[config.mk]
export PLATFORM = sky130hd
export DESIGN_NAME = acumulador_param
export DESIGN_NICKNAME = d
export VERILOG_FILES = /design/src/rtl/acumulador_pkg.sv /design/src/rtl/acumulador_presc.sv /design/src/rtl/acumulador_param.sv
export SDC_FILE = /design/constraint.sdc
export NUM_CORES = 1
export LEC_CHECK = 0
export ABC_CLOCK_PERIOD_IN_PS = 2700
export BUFFER_PORTS_ARGS = -buffer_cell sky130_fd_sc_hd__clkbuf_2
export CORE_UTILIZATION = 50
export CTS_CLUSTER_DIAMETER = 60
export CTS_CLUSTER_SIZE = 40
export DETAILED_ROUTE_END_ITERATION = 12
export PLACE_DENSITY_LB_ADDON = 0.15
export SLEW_MARGIN = 5
export SYNTH_ARGS = -nofsm -noshare
export SYNTH_HDL_FRONTEND = slang
export SYNTH_HIERARCHICAL = 1
export SYNTH_SLANG_ARGS = --single-unit
export TNS_END_PERCENT = 50
[constraint.sdc]
create_clock -name clk -period 2.7 [get_ports clk]
set_input_delay 0.27 -clock clk [delete_from_list [all_inputs] [get_ports clk]]
set_output_delay 0.27 -clock clk [all_outputs]
set_load 0.01 [all_outputs]
[src/rtl/acumulador_pkg.sv]
// acumulador_pkg: shared mode encoding and sizing helper
// for the parametrised accumulator and its prescaler.
package acumulador_pkg;

  typedef enum logic [1:0] {
    MODE_UP   = 2'b00,
    MODE_DOWN = 2'b01,
    MODE_ACC  = 2'b10,
    MODE_LOAD = 2'b11
  } mode_t;

  // Counter width needed to hold 0..div-1 (at least 1 bit).
  function automatic int presc_w(input int div);
    return (div > 1) ? $clog2(div) : 1;
  endfunction

endpackage

[src/rtl/acumulador_presc.sv]
// acumulador_presc: divide-by-DIV tick generator.
// Ports: clk, rst (sync, high), enable in; tick out.
module acumulador_presc
  import acumulador_pkg::*;
#(
  parameter int DIV = 1
) (
  input  logic clk,
  input  logic rst,
  input  logic enable,
  output logic tick
);

  localparam int PW = presc_w(DIV);
  localparam logic [PW-1:0] LAST = PW'(DIV - 1);
  localparam logic [PW-1:0] ONE  = PW'(1);

  logic [PW-1:0] cnt;

  assign tick = enable && (cnt == LAST);

  // Phase freezes while enable is low.
  always_ff @(posedge clk) begin
    if (rst) begin
      cnt <= '0;
    end else if (enable) begin
      cnt <= tick ? '0 : cnt + ONE;
    end
  end

endmodule

[src/rtl/acumulador_param.sv]
// acumulador_param: WIDTH-bit up/down/accumulate/load register
// with prescaled updates, registered carry/borrow pulse and
// terminal-count flag. Ports: clk, rst, enable, mode, add_in,
// add_valid, sat in; add_ready, out, cout, tc out.
// Build option: ACUM_SATURATE_EN makes sat clamp on overflow.
module acumulador_param
  import acumulador_pkg::*;
#(
  parameter int WIDTH = 8,
  parameter int STEP  = 1,
  parameter int DIV   = 1
) (
  input  logic             clk,
  input  logic             rst,
  input  logic             enable,
  input  logic [1:0]       mode,
  input  logic [WIDTH-1:0] add_in,
  input  logic             add_valid,
  output logic             add_ready,
  input  logic             sat,
  output logic [WIDTH-1:0] out,
  output logic             cout,
  output logic             tc
);

  localparam logic [WIDTH:0] STEP_X = (WIDTH + 1)'(STEP);

  mode_t            m;
  logic             tick;
  logic             upd;
  logic             carry;
  logic [WIDTH:0]   res;
  logic [WIDTH-1:0] nxt;

  assign m = mode_t'(mode);

  acumulador_presc #(
    .DIV (DIV)
  ) u_presc (
    .clk    (clk),
    .rst    (rst),
    .enable (enable),
    .tick   (tick)
  );

  assign add_ready = tick & mode[1];

  // Extra top bit of res is the carry (add) or borrow (sub).
  always_comb begin
    res = {1'b0, out};
    upd = tick;
    unique case (m)
      MODE_UP:   res = {1'b0, out} + STEP_X;
      MODE_DOWN: res = {1'b0, out} - STEP_X;
      MODE_ACC: begin
        res = {1'b0, out} + {1'b0, add_in};
        upd = tick & add_valid;
      end
      MODE_LOAD: begin
        res = {1'b0, add_in};
        upd = tick & add_valid;
      end
    endcase
    carry = res[WIDTH] & (m != MODE_LOAD);
    nxt   = res[WIDTH-1:0];
`ifdef ACUM_SATURATE_EN
    if (sat && carry) begin
      nxt = (m == MODE_DOWN) ? '0 : '1;
    end
`endif
  end

`ifndef ACUM_SATURATE_EN
  logic unused_sat;
  assign unused_sat = sat;
`endif

  always_ff @(posedge clk) begin
    if (rst) begin
      out  <= '0;
      cout <= 1'b0;
    end else begin
      cout <= upd & carry;
      if (upd) begin
        out <= nxt;
      end
    end
  end

  always_comb begin
    tc = 1'b0;
    unique case (m)
      MODE_UP:   tc = (out == '1);
      MODE_DOWN: tc = (out == '0);
      default:   tc = 1'b0;
    endcase
  end

endmodule

==> results of run 1 <==
-- sequential cells by signal (all words and copies together), names as in the netlist --
signal       flops
out              8
cout             1
u_presc/cnt      1
-- routing by layer --
metal	track usage (%)	share of wire [%]	wire (µm)	up-vias
met4	9.143	1.1	27	0
li1	-	-	-	510
met5	0	0	0	-
met1	34.02	47	1163	493
met2	41.11	48	1178	25
met3	3.462	4.2	103	2
-- cell usage after synthesis (all sizes together) (2+ instances only) --
library cell and instances:
clkbuf 2, a21oi 12, and2 2, nand2 8
inv 3, buf 3, ha 13, nor2 11
nand3b 4, mux2i 5, dfxtp 10, and3 2
nor3b 3, o21ai 10, nor3 3, xnor2 3
a211oi 6, a21o 2, nor2b 7
-- kinds of logic (layout without fill, tap and decap cells) --
kind of cell    count (synthesis)  in the layout  synth area share [%]
buf+inv                         8             35                 3.186
xor+xnor                        4              4                 3.432
simple gates                   47             47                 26.96
compound gates                 35             35                 22.92
flops                          10             10                 19.61
mux                             6              6                 6.005
fa+ha+maj                      14             14                 17.89
-- power breakdown --
part           internal (mW)  leakage [nW]  switching, mW
clock network         0.0821        0.0210         0.0636
registers              0.159        0.0822         0.0177
logic                 0.0887         0.451          0.101
total                  0.330         0.554          0.182
-- metrics by stage --
| step | worst slack, ns | cell area [µm²] |
|---|---|---|
| CTS | 0.3635 | 1217 |
| floorplan | 0.2666 | 1021 |
| detailed placement | 0.05842 | 1181 |
| global route | 0.1776 | 1217 |
| finish | 0.3479 | 1217 |
| global placement | 0.1289 | 1181 |
-- how the worst min path moves through the flow --
stage                      start          end  slack (ns)
after CTS                 enable  u_presc/cnt        0.16
after floorplan           enable  u_presc/cnt        0.34
final                     enable  u_presc/cnt        0.16
after global routing      enable  u_presc/cnt        0.17
after global placement    enable  u_presc/cnt        0.45
after detailed placement  enable  u_presc/cnt        0.46
-- layout make-up --
type / instances / area, µm²
fill: 180 / 603.1
multi-input combinational: 106 / 788.3
clock buffer: 4 / 36.28
timing repair buffer: 28 / 150.1
tap: 25 / 31.28
sequential: 10 / 200.2
inverter: 3 / 11.26
==> results.cfg, run 1 <==
[layout]
layout-drive-gt1-share_pct = 26.49
layout_commonest_cell = clkbuf_2
final_cell_mix = clkbuf_2, ha_1, a21oi_1, nor2_1, dfxtp_1
n_antenna_cell = 0
nets = 181
fin_cells = 176
syn2layout_area_growth_pct = 19.24
post-route-util_pct = 66.87

[synthesis]
avgSynthCellArea_um2 = 8.234
synth.area.top_cells = dfxtp_1, ha_1, a21oi_1, mux2i_1, a211oi_1
postSynthNetCount = 153
synth_edf_count = 0
ys_seq_area_share_pct = 19.61
synth_top_area_share_pct = 19.61
ys_warn_count = 6
synthCells = 124
ys_ff_latch = 10
synthArstFlopShare_pct = 0
yosysTopAreaCell = dfxtp_1
synth_cell_types = 40
synthFlopType = dfxtp_1
syn_area_mm2 = 0.001021

[floorplan]
die-area_mm2 = 0.002227
core_region_area_mm2 = 0.001821
die_y_um = 47.19
rows = 15
die_w_um = 47.19
initial_core_util_pct = 56.08
num_io_pins = 26

[placed_design]
portBuffers = 24
dpl.cell_count = 172
place.gp.congestion = 0.8868
dpl.hpwl_um = 1914

[power]
p_leak_nw = 0.5539
power.total_mw = 0.5122
power_density_mw_per_mm2 = 420.8
vdd_ir_drop_max_mv = 0.3174

[critical_path]
endpoint_kind = flop
worstPathArrival_ns = 2.52
crit_path_frequent_cell = ha_1
r2r_cells = 7
crit_chain = clkbuf_2 -> inv_1 -> ha_1 -> nand3b_1 -> ha_1 -> fa_1 -> a21o_1 -> a2111oi_4 -> a21oi_2 -> nor3_1 -> nor4b_2
reg2reg_to = cout
crit_buf_inv = 2
crit_path_max_incr_delay_ns = 0.41
r2r-start = out[0]
crit_family = adder cells
crit_end = cout
cp.required_ns = 2.87
crit_start = mode[0]
cpMaxStageDelayCell = fa_1
rrSetupSlack_ns = 0.59
cp_max_fo = 4
crit_type = in -> reg
worstSetupStartpointType = input port
cp.depth = 11

[cts]
hold_buffers = 0
cts_setup_buffers = 0
cts_resized = 0
clockRootBuffer = clkbuf_4
cts_num_sinks = 10
cts_buffers = 3
clockBufferDepth = 2
h-tree-depth = 1
clkLatencyLatePin_ns = 0.28
cts_tree = yes
clkTransAtPathRegs_ns = 0.08

[status]
status = finished clean

[drt]
drtIter0Drc = 14
wirelength_um = 2473
dr.pass1.iters = 4
antenna_left = 0
route.detailed.drc = 0
avgViaCountPerCell = 5.852
wl_per_cell_um = 14.05
vias = 1030

[sta]
min_period_ns = 2.352
hold_viol_final = 0
clock_skew_ns = 0.003101
setup_viol = 0
rsz0062_at_grt = no
fin_setup_tns_ns = 0
finalCritPeriodShare_pct = 87.12
relSlewSlack_pct = 59.25
fmax_mhz = 425.1
fin_hold_ws_ns = 0.1649
slew_viol_final = 0
tightestPinTransition_ns = 0.6113

[global_route]
grt_max_degree = 16
grt_pass1_vias = 880
grt_pass1_wl_um = 3919
track_usage_pct = 25.29
antenna_found_initial = 0
gr-total-overflow = 0

[min_path]
hp-class = in -> reg
min_path_cells = 2

[job]
drv_cap = 0
Power figures use the tool's default switching activity.
==> inputs of run 2 (changes only) <==
--- a/config.mk
+++ b/config.mk
@@ -12,6 +12,7 @@
 export CTS_CLUSTER_SIZE = 40
 export DETAILED_ROUTE_END_ITERATION = 12
 export PLACE_DENSITY_LB_ADDON = 0.15
+export RECOVER_POWER = 25
 export SLEW_MARGIN = 5
 export SYNTH_ARGS = -nofsm -noshare
 export SYNTH_HDL_FRONTEND = slang
==> run 2 against run 1 <==
  * Sequential cell count unchanged
  * Sequential share of layout area increased by 0.14 points
  * Setup slack improved by 0.0021 ns
  * Core utilization decreased by 0.55 points
  * Combinational power about the same
  * Hold slack got worse by 0.0027 ns
  * Critical path depth unchanged
  * Register-to-register slack about the same
  * Clock power about the same
  * Clock-buffer cell count unchanged
  * Cell count unchanged
  * Critical path type unchanged
  * Largest cell class unchanged
==> results.cfg, run 2 (synthesized netlist as in run 1, its figures left out) <==
[critical_path]
crit_type = in -> reg
worstPathArrival_ns = 2.51
endpoint_kind = flop
cp.required_ns = 2.86
cp_max_fo = 4
worstSetupStartpointType = input port

[placed_design]
placed_area_mm2 = 0.001181
dpl.hpwl_um = 1914
place.gp.congestion = 0.8868
dpl.cell_count = 172
portBuffers = 24

[sta]
min_period_ns = 2.350
rsz0062_at_grt = no
fmax_mhz = 425.5
fin_setup_tns_ns = 0
finalCritPeriodShare_pct = 87.04
relSlewSlack_pct = 58.40
tightestPinTransition_ns = 0.6240
setup_viol = 0
clock_skew_ns = 0.003113
slew_viol_final = 0
hold_viol_final = 0

[status]
status = finished clean

[drt]
route.detailed.drc = 0
drtIter0Drc = 17
avgViaCountPerCell = 5.830
wl_per_cell_um = 14.13
wirelength_um = 2487
vias = 1026
antenna_left = 0
dr.pass1.iters = 4

[floorplan]
initial_core_util_pct = 56.08
num_io_pins = 26
core_region_area_mm2 = 0.001821
die_w_um = 47.19
die_y_um = 47.19
rows = 15
die-area_mm2 = 0.002227

[min_path]
hp-class = in -> reg

[layout]
final_cell_mix = clkbuf_2, ha_1, a21oi_1, nor2_1, dfxtp_1
fin_cells = 176
nets = 181
largest_reg_flops = 8
syn2layout_area_growth_pct = 18.26
finalInstanceArea_mm2 = 0.001207
top_regs = out (8), cout (1), u_presc/cnt (1)
largest_register = out
layout_commonest_cell = clkbuf_2
n_antenna_cell = 0
layout-drive-gt1-share_pct = 23.18

[global_route]
grt_pass1_wl_um = 3919
gr-total-overflow = 0
track_usage_pct = 25.29
antenna_found_initial = 0
grt_pass1_vias = 880
grt_max_degree = 16

[cts]
clockBufferDepth = 2
clkLatencyLatePin_ns = 0.28
cts_setup_buffers = 0
h-tree-depth = 1
cts_buffers = 3
cts_num_sinks = 10
clockRootBuffer = clkbuf_4
clkTransAtPathRegs_ns = 0.08
hold_buffers = 0
cts_tree = yes
cts_resized = 0

[power]
p_leak_nw = 0.5394
power_density_mw_per_mm2 = 423.0
vdd_ir_drop_max_mv = 0.3119

[job]
drv_cap = 0
run 2: cell counts in the layout (fill, tap and decap cells not counted):
Identical to the previous run, type by type.
run 2: power by group:
group / switching, mW / leakage (nW) / internal, mW
clock network: 0.0632 / 0.0210 / 0.0821
registers: 0.0179 / 0.0822 / 0.159
logic: 0.101 / 0.436 / 0.0876
total: 0.182 / 0.539 / 0.329
run 2: metal layers:
metal | up-vias | part of all wire [%] | track usage, %
li1 | 509 | - | -
met2 | 28 | 47 | 41.11
met4 | 0 | 1.1 | 9.143
met1 | 487 | 47 | 34.02
met3 | 2 | 4.7 | 3.462
met5 | - | 0 | 0
run 2: final cells by class:
| cell class | count | area [µm²] |
|---|---|---|
| multi-input combinational | 106 | 783.3 |
| fill | 185 | 613.1 |
| sequential | 10 | 200.2 |
| timing repair buffer | 28 | 145.1 |
| clock buffer | 4 | 36.28 |
| tap | 25 | 31.28 |
| inverter | 3 | 11.26 |
run 2: per-stage QoR:
step           worst slack (ns)  total power [mW]  hold slack [ns]  utilization, %
4_1_cts                  0.3635            0.5150           0.1565           66.87
5_1_grt                  0.1784            0.5405           0.1694           66.32
6_report                 0.3499            0.5108           0.1621           66.32
3_5_place_dp            0.05842            0.3679           0.4613           64.88
3_3_place_gp             0.1289            0.3611           0.4508           64.88
2_1_floorplan            0.2666            0.3084           0.3388               -
run 2: final timing paths:
| check | start | end | slack [ns] | cells past startpoint |
|---|---|---|---|---|
| hold reg to reg | u_presc/cnt | u_presc/cnt | 0.48 | 1 |
| setup reg to reg | out[0] | cout | 0.59 | 7 |
| setup / recovery | mode[0] | cout | 0.35 | 11 |
| hold / removal | enable | u_presc/cnt | 0.16 | 2 |
run 2: critical path, cell delays in order:
cell and delay, ns:
clkbuf_2 0.12, inv_1 0.06, ha_1 0.35, nand3b_1 0.10
ha_1 0.23, fa_1 0.41, a21o_1 0.21, a2111oi_4 0.37
a21oi_2 0.11, nor3_1 0.20, nor4b_2 0.08
==> inputs of run 3 (changes only) <==
--- a/config.mk
+++ b/config.mk
@@ -11,7 +11,7 @@
 export CTS_CLUSTER_DIAMETER = 60
 export CTS_CLUSTER_SIZE = 40
 export DETAILED_ROUTE_END_ITERATION = 12
-export PLACE_DENSITY_LB_ADDON = 0.15
+export PLACE_DENSITY = 0.88
 export RECOVER_POWER = 25
 export SLEW_MARGIN = 5
 export SYNTH_ARGS = -nofsm -noshare
==> run 3 against run 2 <==
  * Setup slack worse by 0.080 ns
  * Die area unchanged
  * Sequential share of layout area up 0.30 points
  * Register-to-register slack worse by 0.04 ns
  * Clock-buffer cell count down 1
  * Critical path type unchanged
  * Largest cell class unchanged
  * Largest power group unchanged
==> results.cfg, run 3 (synthesized netlist as in run 1, its figures left out) <==
[layout]
fin_cells = 174
largest_register = out
syn2layout_area_growth_pct = 16.18
n_fill_cell = 165
layout_commonest_cell = clkbuf_2
final_cell_mix = clkbuf_2, ha_1, a21oi_1, nor2_1, dfxtp_1
layout-drive-gt1-share_pct = 22.15
largest_reg_flops = 8
n_antenna_cell = 0
top_regs = out (8), cout (1), u_presc/cnt (1)
nets = 180
finalInstanceArea_mm2 = 0.001186
post-route-util_pct = 65.15

[critical_path]
r2r_cells = 7
worstSetupStartpointType = input port
crit_path_max_incr_delay_ns = 0.43
cp.required_ns = 2.89
crit_chain = clkbuf_2 -> inv_1 -> ha_1 -> nand2_1 -> nand3b_1 -> ha_1 -> fa_1 -> a21o_1 -> a2111oi_4 -> a21oi_2 -> o21ai_1 -> nor4b_2
endpoint_kind = flop
crit_buf_inv = 2
crit_type = in -> reg
worstPathArrival_ns = 2.62
cp_max_fo = 6
cpMaxStageDelayCell = fa_1
crit_path_frequent_cell = ha_1
cp.depth = 12
crit_family = adder cells

[global_route]
grt_pass1_vias = 969
grt_max_degree = 16
grt_pass1_wl_um = 4264
track_usage_pct = 27.76
antenna_found_initial = 0
gr-total-overflow = 0

[sta]
hold_viol_final = 0
finalCritPeriodShare_pct = 89.99
fmax_mhz = 411.6
clock_skew_ns = 0.003890
min_period_ns = 2.430
fin_hold_ws_ns = 0.1624
fin_ws_ns = 0.2702
rsz0062_at_grt = no
fin_setup_tns_ns = 0
relSlewSlack_pct = 59.82
setup_viol = 0
tightestPinTransition_ns = 0.6026
slew_viol_final = 0

[cts]
clockBufferDepth = 2
h-tree-depth = 1
cts_tree = yes
cts_resized = 0
cts_buffers = 3
clkTransAtPathRegs_ns = 0.07
clkLatencyLatePin_ns = 0.28
clockRootBuffer = clkbuf_4
cts_setup_buffers = 0
hold_buffers = 0
cts_num_sinks = 10

[drt]
dr.pass1.iters = 4
avgViaCountPerCell = 6.126
antenna_left = 0
wirelength_um = 2655
drtIter0Drc = 34
wl_per_cell_um = 15.26
vias = 1066
route.detailed.drc = 0

[floorplan]
rows = 15
core_region_area_mm2 = 0.001821
die_w_um = 47.19
num_io_pins = 26
die_y_um = 47.19
initial_core_util_pct = 56.08
die-area_mm2 = 0.002227

[power]
p_sw_mw = 0.1773
power_density_mw_per_mm2 = 400.3
intPower_mw = 0.2975
power.total_mw = 0.4748
combPwrFrac_pct = 40.0
power_frac_seq_pct = 37.5
switching_share_pct = 37.35
vdd_ir_drop_max_mv = 0.2575
p_leak_nw = 0.5268
clkPwrFrac_pct = 22.5

[placed_design]
portBuffers = 24
dpl.cell_count = 171
place.gp.congestion = 0.8724
dp_slack_ns = 0.02092
placed_area_mm2 = 0.001174
dpl.hpwl_um = 2038

[min_path]
min_path_cells = 2
hp-class = in -> reg

[status]
status = finished clean

[job]
drv_cap = 0
[run 3: power by group through the flow]
stage | sequential (mW) | clock (mW) | combinational (mW)
CTS | 0.177 | 0.110 | 0.189
global placement | 0.179 | 0 | 0.178
detailed placement | 0.180 | 0 | 0.188
global route | 0.179 | 0.115 | 0.212
finish | 0.178 | 0.107 | 0.190
floorplan | 0.181 | 0 | 0.127
[run 3: path summary, 6_finish.rpt]
| path | endpoint | start | slack (ns) |
|---|---|---|---|
| max | cout | mode[0] | 0.27 |
| max reg2reg | cout | out[0] | 0.55 |
| min | u_presc/cnt | enable | 0.16 |
| min reg2reg | u_presc/cnt | u_presc/cnt | 0.47 |
[run 3: metal layers]
metal	vias to the layer above	share of wire, %	track usage, %
li1	511	-	-
met1	505	41	30.45
met5	-	0	0
met4	0	2.8	13.14
met2	41	51	48.06
met3	9	5.1	9.231
[run 3: final cells by class]
type / count / area [µm²] / area share (%)
repair buffers: 27 / 137.6 / 11.60
clock buffers: 3 / 22.52 / 1.899
inverters: 3 / 11.26 / 0.9494
multi-input cells: 106 / 783.3 / 66.03
well taps: 25 / 31.28 / 2.637
flip-flops and latches: 10 / 200.2 / 16.88
